--- src/rtl/hazard_unit_if.sv ---
// Hazard unit bus: the register-tag and control taps from the D, E, M and W
// stages, the multiplier start/done pulses, and the stall/flush/forward
// controls returned to the datapath. The datapath side uses the master
// modport and the hazard unit uses the slave modport.
interface hazard_unit_if;
  // D-stage taps
  logic [1:0]  branchD;
  logic [4:0]  RsD;
  logic [4:0]  RtD;
  logic        HiLoReadD;
  logic        MultStartD;
  // E-stage taps
  logic [4:0]  RsE;
  logic [4:0]  RtE;
  logic [4:0]  WriteRegE;
  logic        RegWriteE;
  logic [2:0]  WBSrcE;
  logic        MultStartE;
  logic        MultDoneE;
  // M-stage taps
  logic [4:0]  WriteRegM;
  logic        RegWriteM;
  logic [2:0]  WBSrcM;
  // W-stage taps
  logic [4:0]  WriteRegW;
  logic        RegWriteW;
  // Controls back to the datapath
  logic        stallF;
  logic        stallD;
  logic        flushE;
  logic        forwardAD;
  logic        forwardBD;
  logic [1:0]  forwardAE;
  logic [1:0]  forwardBE;
  logic        mult_err;
  logic [31:0] stall_cycles;

  modport master (
    output branchD, RsD, RtD, HiLoReadD, MultStartD,
    output RsE, RtE, WriteRegE, RegWriteE, WBSrcE, MultStartE, MultDoneE,
    output WriteRegM, RegWriteM, WBSrcM,
    output WriteRegW, RegWriteW,
    input  stallF, stallD, flushE, forwardAD, forwardBD,
    input  forwardAE, forwardBE, mult_err, stall_cycles
  );

  modport slave (
    input  branchD, RsD, RtD, HiLoReadD, MultStartD,
    input  RsE, RtE, WriteRegE, RegWriteE, WBSrcE, MultStartE, MultDoneE,
    input  WriteRegM, RegWriteM, WBSrcM,
    input  WriteRegW, RegWriteW,
    output stallF, stallD, flushE, forwardAD, forwardBD,
    output forwardAE, forwardBE, mult_err, stall_cycles
  );
endinterface

--- src/rtl/hazard_unit.sv ---
// Hazard detection and forwarding control for the 5-stage MIPS pipeline.
// Forwarding selects and the load-use / branch / multiplier stalls are purely
// combinational from the stage taps and the multiplier tracker state, so the
// unit adds no latency. A two-state tracker follows the multicycle multiplier
// so HI/LO readers and a second mult wait until the running one completes;
// a multiply that never signals done is abandoned after MULT_MAX_CYCLES busy
// cycles and flagged on the sticky mult_err output.
// Optional build macro HAZARD_PERF_EN adds a saturating 32-bit stall-cycle
// counter on stall_cycles; without it stall_cycles is tied to zero.
module hazard_unit #(
  parameter int MULT_MAX_CYCLES = 34,
  parameter int CNT_W           = 6
) (
  input logic          clk,
  input logic          rst,
  hazard_unit_if.slave hz
);

  localparam logic [2:0]       WB_MEM  = 3'b001;
  localparam logic [CNT_W-1:0] CNT_ONE = CNT_W'(1);
  localparam logic [CNT_W-1:0] CNT_MAX = CNT_W'(MULT_MAX_CYCLES);

  typedef enum logic {
    IDLE = 1'b0,
    BUSY = 1'b1
  } multState_t;

  multState_t       multState;
  logic [CNT_W-1:0] busyCnt;
  logic             multErr;

  logic [1:0] fwdAE;
  logic [1:0] fwdBE;
  logic       fwdAD;
  logic       fwdBD;
  logic       lwStall;
  logic       branchStall;
  logic       multStall;
  logic       busyNow;
  logic       stall;

  // Register 0 is hard-wired, so a write to it never creates a dependency.
  function automatic logic tagHit(input logic [4:0] dst, input logic [4:0] src);
    return (dst != 5'd0) && (dst == src);
  endfunction

  // E-stage operand forwarding: the younger M result wins over W.
  always_comb begin
    fwdAE = 2'b00;
    fwdBE = 2'b00;
    if (hz.RegWriteM && tagHit(hz.WriteRegM, hz.RsE)) begin
      fwdAE = 2'b10;
    end else if (hz.RegWriteW && tagHit(hz.WriteRegW, hz.RsE)) begin
      fwdAE = 2'b01;
    end
    if (hz.RegWriteM && tagHit(hz.WriteRegM, hz.RtE)) begin
      fwdBE = 2'b10;
    end else if (hz.RegWriteW && tagHit(hz.WriteRegW, hz.RtE)) begin
      fwdBE = 2'b01;
    end
  end

  // D-stage branch comparator operands can only be bypassed from ALUOutM.
  always_comb begin
    fwdAD = hz.RegWriteM && tagHit(hz.WriteRegM, hz.RsD);
    fwdBD = hz.RegWriteM && tagHit(hz.WriteRegM, hz.RtD);
  end

  // Stall sources: load-use, unresolved branch operands, and multiplier busy.
  // A branch resolved in D must wait for any E result and for an M load,
  // since neither is available on the ALUOutM bypass yet.
  always_comb begin
    lwStall = (hz.WBSrcE == WB_MEM) && hz.RegWriteE &&
              (tagHit(hz.WriteRegE, hz.RsD) || tagHit(hz.WriteRegE, hz.RtD));

    branchStall = (hz.branchD != 2'b00) &&
                  ((hz.RegWriteE &&
                    (tagHit(hz.WriteRegE, hz.RsD) || tagHit(hz.WriteRegE, hz.RtD))) ||
                   ((hz.WBSrcM == WB_MEM) && hz.RegWriteM &&
                    (tagHit(hz.WriteRegM, hz.RsD) || tagHit(hz.WriteRegM, hz.RtD))));

    // The done cycle still counts as busy: HI/LO are written at its closing
    // edge, so a reader is released only on the following cycle.
    busyNow   = (multState == BUSY) || hz.MultStartE;
    multStall = (hz.HiLoReadD || hz.MultStartD) && busyNow;

    stall = lwStall || branchStall || multStall;
  end

  // Multiplier tracker: counts busy cycles, restarts on back-to-back mults,
  // and gives up with a sticky error once the busy budget is exhausted.
  always_ff @(posedge clk or posedge rst) begin
    if (rst) begin
      multState <= IDLE;
      busyCnt   <= '0;
      multErr   <= 1'b0;
    end else begin
      case (multState)
        IDLE: begin
          if (hz.MultStartE) begin
            multState <= BUSY;
            busyCnt   <= CNT_ONE;
          end
        end
        BUSY: begin
          if (hz.MultDoneE && hz.MultStartE) begin
            busyCnt <= CNT_ONE;
          end else if (hz.MultDoneE) begin
            multState <= IDLE;
            busyCnt   <= '0;
          end else if (busyCnt == CNT_MAX) begin
            multState <= IDLE;
            busyCnt   <= '0;
            multErr   <= 1'b1;
          end else begin
            busyCnt <= busyCnt + CNT_ONE;
          end
        end
        default: begin
          multState <= IDLE;
          busyCnt   <= '0;
        end
      endcase
    end
  end

  // Drive the controls; everything is forced low while reset is held.
  always_comb begin
    hz.stallF    = stall && !rst;
    hz.stallD    = stall && !rst;
    hz.flushE    = stall && !rst;
    hz.forwardAD = fwdAD && !rst;
    hz.forwardBD = fwdBD && !rst;
    hz.forwardAE = rst ? 2'b00 : fwdAE;
    hz.forwardBE = rst ? 2'b00 : fwdBE;
    hz.mult_err  = multErr;
  end

`ifdef HAZARD_PERF_EN
  logic [31:0] stallCnt;

  // Count every clock edge that sees a stall, holding at all-ones.
  always_ff @(posedge clk or posedge rst) begin
    if (rst) begin
      stallCnt <= '0;
    end else if (stall && (stallCnt != 32'hFFFF_FFFF)) begin
      stallCnt <= stallCnt + 32'd1;
    end
  end

  assign hz.stall_cycles = stallCnt;
`else
  assign hz.stall_cycles = 32'd0;
`endif

endmodule

--- src/flat_wrapper.sv ---
// flat-port wrapper written by rule: the top's interface ports become plain ports
module hazard_unit_flat 
#(
  parameter int MULT_MAX_CYCLES = 34,
  parameter int CNT_W           = 6
)
  (clk, rst, hz_branchD, hz_RsD, hz_RtD, hz_HiLoReadD, hz_MultStartD, hz_RsE, hz_RtE, hz_WriteRegE, hz_RegWriteE, hz_WBSrcE, hz_MultStartE, hz_MultDoneE, hz_WriteRegM, hz_RegWriteM, hz_WBSrcM, hz_WriteRegW, hz_RegWriteW, hz_stallF, hz_stallD, hz_flushE, hz_forwardAD, hz_forwardBD, hz_forwardAE, hz_forwardBE, hz_mult_err, hz_stall_cycles);
  hazard_unit_if hz_i ();
  input logic clk;
  input logic rst;
  input wire logic [$bits(hz_i.branchD)-1:0] hz_branchD;
  input wire logic [$bits(hz_i.RsD)-1:0] hz_RsD;
  input wire logic [$bits(hz_i.RtD)-1:0] hz_RtD;
  input wire logic [$bits(hz_i.HiLoReadD)-1:0] hz_HiLoReadD;
  input wire logic [$bits(hz_i.MultStartD)-1:0] hz_MultStartD;
  input wire logic [$bits(hz_i.RsE)-1:0] hz_RsE;
  input wire logic [$bits(hz_i.RtE)-1:0] hz_RtE;
  input wire logic [$bits(hz_i.WriteRegE)-1:0] hz_WriteRegE;
  input wire logic [$bits(hz_i.RegWriteE)-1:0] hz_RegWriteE;
  input wire logic [$bits(hz_i.WBSrcE)-1:0] hz_WBSrcE;
  input wire logic [$bits(hz_i.MultStartE)-1:0] hz_MultStartE;
  input wire logic [$bits(hz_i.MultDoneE)-1:0] hz_MultDoneE;
  input wire logic [$bits(hz_i.WriteRegM)-1:0] hz_WriteRegM;
  input wire logic [$bits(hz_i.RegWriteM)-1:0] hz_RegWriteM;
  input wire logic [$bits(hz_i.WBSrcM)-1:0] hz_WBSrcM;
  input wire logic [$bits(hz_i.WriteRegW)-1:0] hz_WriteRegW;
  input wire logic [$bits(hz_i.RegWriteW)-1:0] hz_RegWriteW;
  output wire logic [$bits(hz_i.stallF)-1:0] hz_stallF;
  output wire logic [$bits(hz_i.stallD)-1:0] hz_stallD;
  output wire logic [$bits(hz_i.flushE)-1:0] hz_flushE;
  output wire logic [$bits(hz_i.forwardAD)-1:0] hz_forwardAD;
  output wire logic [$bits(hz_i.forwardBD)-1:0] hz_forwardBD;
  output wire logic [$bits(hz_i.forwardAE)-1:0] hz_forwardAE;
  output wire logic [$bits(hz_i.forwardBE)-1:0] hz_forwardBE;
  output wire logic [$bits(hz_i.mult_err)-1:0] hz_mult_err;
  output wire logic [$bits(hz_i.stall_cycles)-1:0] hz_stall_cycles;
  assign hz_i.branchD = hz_branchD;
  assign hz_i.RsD = hz_RsD;
  assign hz_i.RtD = hz_RtD;
  assign hz_i.HiLoReadD = hz_HiLoReadD;
  assign hz_i.MultStartD = hz_MultStartD;
  assign hz_i.RsE = hz_RsE;
  assign hz_i.RtE = hz_RtE;
  assign hz_i.WriteRegE = hz_WriteRegE;
  assign hz_i.RegWriteE = hz_RegWriteE;
  assign hz_i.WBSrcE = hz_WBSrcE;
  assign hz_i.MultStartE = hz_MultStartE;
  assign hz_i.MultDoneE = hz_MultDoneE;
  assign hz_i.WriteRegM = hz_WriteRegM;
  assign hz_i.RegWriteM = hz_RegWriteM;
  assign hz_i.WBSrcM = hz_WBSrcM;
  assign hz_i.WriteRegW = hz_WriteRegW;
  assign hz_i.RegWriteW = hz_RegWriteW;
  assign hz_stallF = hz_i.stallF;
  assign hz_stallD = hz_i.stallD;
  assign hz_flushE = hz_i.flushE;
  assign hz_forwardAD = hz_i.forwardAD;
  assign hz_forwardBD = hz_i.forwardBD;
  assign hz_forwardAE = hz_i.forwardAE;
  assign hz_forwardBE = hz_i.forwardBE;
  assign hz_mult_err = hz_i.mult_err;
  assign hz_stall_cycles = hz_i.stall_cycles;
  hazard_unit #(.MULT_MAX_CYCLES(MULT_MAX_CYCLES), .CNT_W(CNT_W)) u_core (.clk(clk), .rst(rst), .hz(hz_i));
endmodule
--- config.mk ---
export PLATFORM = sky130hd
export DESIGN_NAME = hazard_unit_flat
export DESIGN_NICKNAME = d
export VERILOG_FILES = /design/src/rtl/hazard_unit_if.sv /design/src/rtl/hazard_unit.sv /design/src/flat_wrapper.sv
export SDC_FILE = /design/constraint.sdc
export NUM_CORES = 1
export LEC_CHECK = 0
export CORE_UTILIZATION = 35
export DETAILED_ROUTE_END_ITERATION = 10
export GPL_TIMING_DRIVEN = 0
export PLACE_DENSITY = 0.81
export SYNTH_ARGS = -nofsm -noshare
export SYNTH_HDL_FRONTEND = slang
export SYNTH_SLANG_ARGS = --single-unit
export TNS_END_PERCENT = 1
--- constraint.sdc ---
create_clock -name clk -period 2.05 [get_ports clk]
set_input_delay 0.205 -clock clk [delete_from_list [all_inputs] [get_ports clk]]
set_output_delay 0.205 -clock clk [all_outputs]
set_load 0.005 [all_outputs]
==> metrics, run 1 <==
status=complete, but fails checks; failing checks=negative setup slack; Sink Count=8; first-pass GRT wire length=5140 um; final core occ=60.3%; fmax=477 MHz; Synth Warn #=0; most frequent cells in the layout=buf_4 (42), clkdlybuf4s50_1 (38), conb_1 (32), xor2_1 (25), xnor2_1 (17); Final Net Count=310; Fin. Hold Viols=0; CTS buffer count=3; CTS tree=built; drt initial violations=4; Netlist Area Pre-Place=1280 um^2; RSZ-0062 raised after global routing=true; die area=between 3000 and 4000 um^2; Least-Margin Pin Slew=0.596 ns; FF+latch count, synth=8; PortBufs=56; post-route ant nets=0; final wirelength=3240 um; Max FO, Critical Path=2; Worst Path Required=1.85 ns; n_diodes=0; max_cap viols=0; Inst Count DP=approximately 290; Area Growth Syn to Fin=61.1%; final cell count without fillers=300; total core area=3420 um^2; initial antenna violation count=0; Die Y=62.4 um; Seq/Total Area, Yosys=15.7%; most common cell after layout, fill and taps aside=buf_4; Slowest-stage cell, CP=clkdlybuf4s50_1; Mapped Cells=159; delay of the slowest cell on the worst path=0.52 ns; Final Skew=0.00668 ns; TNS Setup=-0.0476 ns; Synth cell types=33; Root Buffer=clkbuf_4; clock latency on the worst-skew pair=0.25 ns; Initial DRT Pass Iterations=4; period utilization=102%; Power Density=302 nW/um^2; Gate power share=a little over half; async set-reset flop share out of synthesis=100%; RD Place Congestion=0.843; I/O pin total=94; CTS clk-pin slew, worst paths=about 0.060 ns; CTS Buffer Depth=2; Die W=62.4 um; launching point of the worst reg2reg path=u_core.busyCnt[0]; FF-to-FF path depth=7; HP Class=in2async; WS Path Type=in2out; Final Max Tran Viols=0; Cell Chain, Critical Path=clkdlybuf4s50_1 > xor2_1 > nor4_1 > nand3_1 > nor2_1 > clkdlybuf4s50_1; fin crit period=2.10 ns; Starting Density=37.4%; Design Area, Final=2060 um^2; cell mode on critical path=clkdlybuf4s50_1; largest net degree at the start of global routing=8; syn_area_per_cell=~8.0 um^2; Post-synth EDFFs=0; P_sw=0.196 mW; ratio of cells with drive above 1 in the final layout=21.3%; CP startpoint kind=primary input; internal reg-to-reg setup slack=0.34 ns; Int Pwr=0.426 mW; Worst VDD drop=0.145 mV; Final HPWL DP=between 2000 and 3000 um; vias in the first global route=1,259; vias=1,321; critical path arrival=1.89 ns; Avg WL per Cell=10.8 um; final setup violation count=2; Remaining DRCs=0; H-tree depth=1; Max-slew headroom=59.8%; post-place instance area=2010 um^2; Clock power frac=19.2%; sequential power share=28.8%; Overflow after GRT=0; Tot Pwr=0.622 mW; switch share=31.6%; Pleak=0.973 nW; reg-to-reg critical path endpoint=u_core.busyCnt[5]; CP Capture Type=output port; GRT Overall Usage=between 10% and 20%; Vias per Instance=4.40; Primary FF master, synth=dfrtp_1; setup ws final=-0.0462 ns; Rows=21
[sequential cells by signal, summed over array words and instances, names as in the netlist]
signal              cells
u_core.hz.mult_err      1
u_core.busyCnt          6
u_core.multState        1
[critical path, delay by kind of cell]
kind	cells	cell delay (ns)
and+or+nand+nor	3	0.51
buffers and inverters	2	1.00
xor gates and xnor gates	1	0.17
[timing repair]
item                       CTS  global route
hold buffers                 0             0
setup endpoints to repair    9             6
pin swaps                    9             4
resized for setup           24             3
setup buffers                4             1
[logic make-up after synthesis]
logic type      after synthesis  synth area share (%)
compound gates               19                  11.3
other cells                   1                 0.294
simple gates                 46                  19.1
buf+inv                      41                  22.9
fa+ha+maj                     2                  1.96
xor+xnor                     42                  28.8
flops                         8                  15.7
[final cells by class]
type	count	area [um^2]
Inverter	2	11.3
Sequential cell	8	200
Multi-Input combinational cell	141	906
Timing Repair Buffer	61	573
Tap cell	46	57.6
Clock buffer	3	22.5
Fill cell	328	1360
Buffer	39	288
[metrics by stage]
step	hold slack, ns	worst slack, ns
after CTS	0.215	-0.136
after global placement	0.444	-0.536
after floorplan	0.0347	0.295
final	0.223	-0.0462
after detailed placement	0.451	-0.545
after global routing	0.229	-0.114
[power by group through the flow]
stage	Combinational, mW	Sequential (mW)	Clock, mW
2_1_floorplan	0.177	0.179	0
5_1_grt	0.352	0.181	0.134
6_report	0.323	0.179	0.120
3_3_place_gp	0.315	0.182	0
3_5_place_dp	0.323	0.181	0
4_1_cts	0.322	0.179	0.125
[synthesized netlist by cell type (3+ instances only)]
master	number	area, um^2
buf_4	34	255
xor2_1	25	219
xnor2_1	17	149
nand3_1	9	45.0
nor2_1	9	33.8
dfrtp_1	8	200
nor3_1	7	35.0
o21ai_0	7	35.0
nand2_1	6	22.5
nor4_1	5	31.3
buf_2	3	15.0
[per-layer routing]
layer	up-vias	track usage [%]	wire length [um]
li1	671	-	-
met1	581	16.7	1230
met2	61	31.8	1660
met3	8	5.29	282
met4	0	5.52	69
met5	-	0	0
[worst max-delay path by stage]
stage | slack [ns] | endpoint | from
final | -0.05 | hz_forwardBE[1] | hz_RtE[3]
after CTS | -0.14 | hz_forwardAE[0] | hz_WriteRegW[2]
after global placement | -0.54 | hz_stallF | hz_RtD[1]
after detailed placement | -0.54 | hz_stallF | hz_RtD[1]
after floorplan | 0.29 | hz_stallD | hz_WriteRegM[3]
after global routing | -0.11 | hz_forwardAE[1] | hz_RsE[1]
(Power assumes the default switching activity.)
==> run 2, diff against run 1 <==
--- a/config.mk
+++ b/config.mk
@@ -5,10 +5,11 @@
 export SDC_FILE = /design/constraint.sdc
 export NUM_CORES = 1
 export LEC_CHECK = 0
-export CORE_UTILIZATION = 35
+export ABC_AREA = 1
+export CORE_UTILIZATION = 36
 export DETAILED_ROUTE_END_ITERATION = 10
 export GPL_TIMING_DRIVEN = 0
-export PLACE_DENSITY = 0.81
+export PLACE_DENSITY = 0.8
 export SYNTH_ARGS = -nofsm -noshare
 export SYNTH_HDL_FRONTEND = slang
 export SYNTH_SLANG_ARGS = --single-unit
==> run 2 against run 1 <==
Net effect:
- die area up 6.0%
- largest cell class unchanged
- highest routed layer unchanged
- sequential power is essentially flat
- global-route usage is 0.44 points lower
- final cell count is 20% higher
- the run now ends clean
- critical path type unchanged
- non-clock buffer count decreased by 3
==> metrics, run 2 <==
status=complete, no violations; die area=4130 um^2 (+6.0%); final setup violation count=0 (-2); largest net degree at the start of global routing=9 (+1); Design Area, Final=2210 um^2 (+7.4%); Overflow after GRT=0 (unchanged); Netlist Area Pre-Place=1400 um^2 (+9.2%); Inst Count DP=355 (+22%); max reg flops=6 (unchanged); final core occ=59.9% (-0.32 points); vias=1,534 (+16%); Worst Hold Slack=0.221 ns (-0.00148 ns); Cell Chain, Critical Path=clkdlybuf4s50_1 > xor2_1 > nor3_1 > nand2_1 > nor3_2 > clkdlybuf4s50_1; max_cap viols=0 (unchanged); Tot Pwr=0.710 mW (+14%); Worst Path Required=1.85 ns (about the same); Largest Register=u_core.busyCnt; Avg WL per Cell=9.51 um (-12%); CTS buffer count=3 (unchanged); Initial DRT Pass Iterations=4 (unchanged); Primary FF master, synth=dfrtp_1; final wirelength=3420 um (+5.5%); ratio of cells with drive above 1 in the final layout=19.2% (-2.0 points); most frequent cells in the layout=nand2_1 (40), buf_4 (38), conb_1 (32), clkdlybuf4s50_1 (30), inv_1 (25); total core area=3690 um^2 (+8.0%); GRT Overall Usage=16.2% (-0.44 points); Final Skew=0.000632 ns (-0.00604 ns); Worst VDD drop=0.158 mV (+8.8%); Final Max Tran Viols=0 (unchanged); cell mode on critical path=clkdlybuf4s50_1; fill count=384 (+17%); n_diodes=0 (unchanged); Slowest-stage cell, CP=clkdlybuf4s50_1; H-tree depth=1 (unchanged); TNS Setup=0 ns (+0.0476 ns); Mapped Cells=218 (+37%); Pleak=1.20 nW (+24%); Final HPWL DP=2930 um (+1.4%); Sink Count=8 (unchanged); Post-synth top cells=nand2_1 (40), buf_4 (34), inv_1 (26); CTS clk-pin slew, worst paths=0.04 ns (-0.02 ns); drt initial violations=35 (+31); Die W=64.3 um (+2.9%); Remaining DRCs=0 (unchanged); Power Density=321 nW/um^2 (+6.2%); clock latency on the worst-skew pair=0.23 ns (-0.02 ns); CP top delay family=buffers and inverters; Max FO, Critical Path=2 (unchanged); I/O pin total=94 (unchanged); HP Class=in2async; PortBufs=58 (+3.6%); most instantiated library cell after synthesis=nand2_1; RD Place Congestion=0.814 (-3.5%); critical path arrival=1.78 ns (-0.11 ns); final cell count without fillers=360 (+20%); Area Growth Syn to Fin=58.5%; Synth Warn #=0 (unchanged); Post-synth EDFFs=0 (unchanged); internal reg-to-reg setup slack=0.79 ns (+0.45 ns); vias in the first global route=1,363 (+8.3%); critical path buffer and inverter count=2 (unchanged); post-route ant nets=0 (unchanged); period utilization=96.8% (-5.4 points); Rows=22 (+4.8%); Final Net Count=368 (+19%); CTS tree=built; CP Capture Type=output port; top cells by area, synth=buf_4 (18%), dfrtp_1 (14%), nand2_1 (11%), xnor2_1 (9.4%), xor2_1 (8.2%); CP startpoint kind=primary input; fmax=504 MHz (+5.6%); setup ws final=0.0647 ns (+0.111 ns); Fin. Hold Viols=0 (unchanged); delay of the slowest cell on the worst path=0.52 ns (about the same); Place WS=-0.408 ns (+0.137 ns); Root Buffer=clkbuf_8; Vias per Instance=4.26 (-3.2%); Starting Density=37.8% (+0.42 points); most common cell after layout, fill and taps aside=nand2_1; RSZ-0062 raised after global routing=false; first-pass GRT wire length=5390 um (+4.8%); initial antenna violation count=0 (unchanged); async set-reset flop share out of synthesis=100% (unchanged); syn_area_per_cell=6.40 um^2 (-20%); WS Path Type=in2out; post-synth top area cell=buf_4; Yosys top cell area share=18.3% (-1.7 points); post-place instance area=2150 um^2 (+7.0%); Seq/Total Area, Yosys=14.3% (-1.3 points); fin crit period=1.99 ns (-0.111 ns); Die Y=64.3 um (+2.9%); hold_buf cts=0 (unchanged); CTS Buffer Depth=2 (unchanged); Synth cell types=30 (-9.1%); FF+latch count, synth=8 (unchanged)
-- run 2: layout make-up --
class                      instances  area (um^2)  share of cell area, %
buffer                            37          277                   12.5
clock buffer                       3         41.3                   1.87
inverter                          30          115                   5.21
multi-input combinational        174          942                   42.6
sequential                         8          200                   9.05
tap                               48         60.1                   2.72
timing repair buffer              60          576                   26.0
-- run 2: path summary, 6_finish.rpt --
check                              startpoint                  to  cells past startpoint
min reg2reg                u_core.hz.mult_err  u_core.hz.mult_err                      2
max reg2reg                 u_core.busyCnt[2]   u_core.busyCnt[1]                      5
max                                 hz_RsE[2]     hz_forwardAE[0]                      6
min                                       rst   u_core.busyCnt[1]                      3
max in group asynchronous                 rst   u_core.busyCnt[2]                      3
min in group clk           u_core.hz.mult_err  u_core.hz.mult_err                      2
-- run 2: cells by family after synthesis --
kind of cell | share of synthesized area [%]
and+or+nand+nor | 28.7
adders and majority gates | 1.79
AOI/OAI and AO/OA | 9.42
DFF | 14.3
xor gates and xnor gates | 17.6
other | 0.269
buffers and inverters | 27.9
-- run 2: tightest hold or removal path, cell delays in order --
cell and delay (ns):
dlygate4sd2_1 0.34, inv_4 0.08, buf_4 0.16
-- run 2: where the power goes --
group / internal [mW] / switching [mW]
registers: 0.168 / 0.0110
clock network: 0.128 / 0.0656
logic: 0.190 / 0.147
-- run 2: layer usage --
layer / vias to the layer above / part of all wire (%) / global-route usage [%]
li1: 812 / - / -
met1: 647 / 44 / 19.7
met2: 71 / 49 / 29.1
met3: 4 / 6.9 / 1.25
met4: 0 / 0.73 / 6.39
met5: - / 0 / 0
-- run 2: repair_timing --
action	4_1_cts	5_1_grt
setup endpoints to repair	9	4
buffers inserted	1	1
cloned	0	0
gates resized for setup	29	9
pin swaps	3	1
==> run 3, diff against run 2 <==
--- a/config.mk
+++ b/config.mk
@@ -6,6 +6,7 @@
 export NUM_CORES = 1
 export LEC_CHECK = 0
 export ABC_AREA = 1
+export CORE_MARGIN = 4
 export CORE_UTILIZATION = 36
 export DETAILED_ROUTE_END_ITERATION = 10
 export GPL_TIMING_DRIVEN = 0
==> run 3 against run 2 <==
Net effect:
- final cell count rose by 0.83%
- worst setup slack got worse by 0.014 ns
- utilization up 0.13 points
- critical endpoint unchanged
- maximum frequency is 0.70% lower
- largest power group unchanged
- first-iteration DRC count grew 77%
- worst hold slack got worse by 0.13 ns
- clock-buffer cell count unchanged
- sequential cell count unchanged
- global-route usage is 1.8 points lower
- highest routed layer unchanged
- clock power hardly changed
- die area increased by 20%
==> metrics, run 3 (synthesis gave the netlist of run 2 again) <==
Final Skew=0.00464 ns (+0.00401 ns); Area Growth Syn to Fin=60.0%; CP startpoint kind=primary input; RSZ-0062 raised after global routing=true; Remaining DRCs=0 (unchanged); RD Place Congestion=0.807 (-0.85%); Largest Register=u_core.busyCnt; Avg WL per Cell=10.1 um (+6.1%); vias=1,517 (-1.1%); most frequent cells in the layout=nand2_1 (40), buf_4 (39), conb_1 (32), clkdlybuf4s50_1 (32), inv_1 (26); CP Capture Type=output port; Pleak=1.23 nW (+2.5%); Fin. Hold Viols=0 (unchanged); first-pass GRT wire length=5890 um (+9.2%); CTS clk-pin slew, worst paths=0.04 ns (about the same); max_cap viols=0 (unchanged); hold_buf cts=0 (unchanged); GRT Overall Usage=14.3% (-1.8 points); H-tree depth=1 (unchanged); Tot Pwr=0.711 mW (+0.13%); Final Net Count=371 (+0.82%); largest net degree at the start of global routing=10 (+1); Vias per Instance=4.18 (-1.9%); Critical Path Source=hz_RsE[4]; HP Class=in2async; reg-to-reg critical path endpoint=u_core.busyCnt[2]; fill count=369 (-3.9%); Power Density=318 nW/um^2 (-0.83%); CTS buffer count=3 (unchanged); Die W=70.3 um (+9.3%); FF-to-FF path depth=6 (+1); launching point of the worst reg2reg path=u_core.busyCnt[0]; status=complete, no violations; drt initial violations=62 (+77%); fmax=500 MHz (-0.70%); final setup violation count=0 (unchanged); Rows=22 (unchanged); n_diodes=0 (unchanged); Inst Count DP=355 (unchanged); Worst Path Required=1.85 ns (about the same); Max FO, Critical Path=3 (+1); final cell count without fillers=363 (+0.83%); Worst Hold Slack=0.0908 ns (-0.130 ns); Design Area, Final=2230 um^2 (+0.96%); Final Max Tran Viols=0 (unchanged); clock latency on the worst-skew pair=0.23 ns (about the same); fin crit period=2.00 ns (+0.0139 ns); vias in the first global route=1,388 (+1.8%); Initial DRT Pass Iterations=4 (unchanged); initial antenna violation count=0 (unchanged); Final HPWL DP=3240 um (+10%); Overflow after GRT=0 (unchanged); final core occ=60.1% (+0.13 points); internal reg-to-reg setup slack=0.81 ns (+0.02 ns); critical path arrival=1.79 ns (about the same); worst setup path endpoint=hz_forwardAE[0]; post-place instance area=2150 um^2 (unchanged); Worst VDD drop=0.140 mV (-11%); CTS tree=built; Starting Density=37.5% (-0.28 points); Sink Count=8 (unchanged); WS Path Type=in2out; die area=4940 um^2 (+20%); Die Y=70.3 um (+9.3%); post-route ant nets=0 (unchanged); ratio of cells with drive above 1 in the final layout=18.4% (-0.82 points); total core area=3720 um^2 (+0.75%); PortBufs=58 (unchanged); max reg flops=6 (unchanged); final wirelength=3660 um (+7.0%); period utilization=97.5% (+0.68 points); CTS Buffer Depth=2 (unchanged); Root Buffer=clkbuf_8; most common cell after layout, fill and taps aside=nand2_1; I/O pin total=94 (unchanged)
## run 3: layer usage
metal	part of all wire (%)	global-route usage, %
met4	1.1	4.47
met2	48	24.0
met3	7.4	2.88
met5	0	0
met1	43	18.3
## run 3: critical path, cell delays in order
cell,delay [ns]
clkdlybuf4s50_1,0.53
o22ai_1,0.11
nor3b_1,0.18
nand3_1,0.12
nor2_1,0.14
nor3_2,0.05
clkdlybuf4s50_1,0.46
## run 3: cell type report
| type | instances | area [um^2] | area share [%] |
|---|---|---|---|
| Multi-Input combinational cell | 174 | 930 | 41.6 |
| Timing Repair Buffer | 63 | 609 | 27.3 |
| Buffer | 37 | 277 | 12.4 |
| Sequential cell | 8 | 200 | 8.97 |
| Inverter | 30 | 115 | 5.16 |
| Tap cell | 48 | 60.1 | 2.69 |
| Clock buffer | 3 | 41.3 | 1.85 |
## run 3: how the worst min path moves through the flow
stage	to	cells after the start	start	slack, ns
floorplan	u_core.busyCnt[0]	1	rst	-0.02
global placement	u_core.hz.mult_err	2	u_core.hz.mult_err	0.45
detailed placement	u_core.hz.mult_err	2	u_core.hz.mult_err	0.46
CTS	u_core.busyCnt[3]	2	rst	0.12
global route	u_core.multState	2	rst	0.12
finish	u_core.multState	2	rst	0.09
## run 3: per-stage QoR
stage                     TNS [ns]  setup slack, ns
after floorplan                  0            0.612
after global placement       -1.62           -0.390
after detailed placement     -1.83           -0.440
after CTS                   -0.141          -0.0713
after global routing       -0.0377          -0.0377
final                            0           0.0508
## run 3: timing repair
action                                  in CTS  in global routing
gates resized for setup                     27                  9
buffers inserted                             1                  4
pin swaps                                    4                  9
endpoints found under the setup margin       8                  6
## run 3: power by group
group | switching [mW] | leakage (nW) | internal, mW | total [mW]
combinational | 0.147 | 1.11 | 0.193 | 0.340
clock | 0.0639 | 0.0216 | 0.127 | 0.191
sequential | 0.0113 | 0.0995 | 0.168 | 0.180
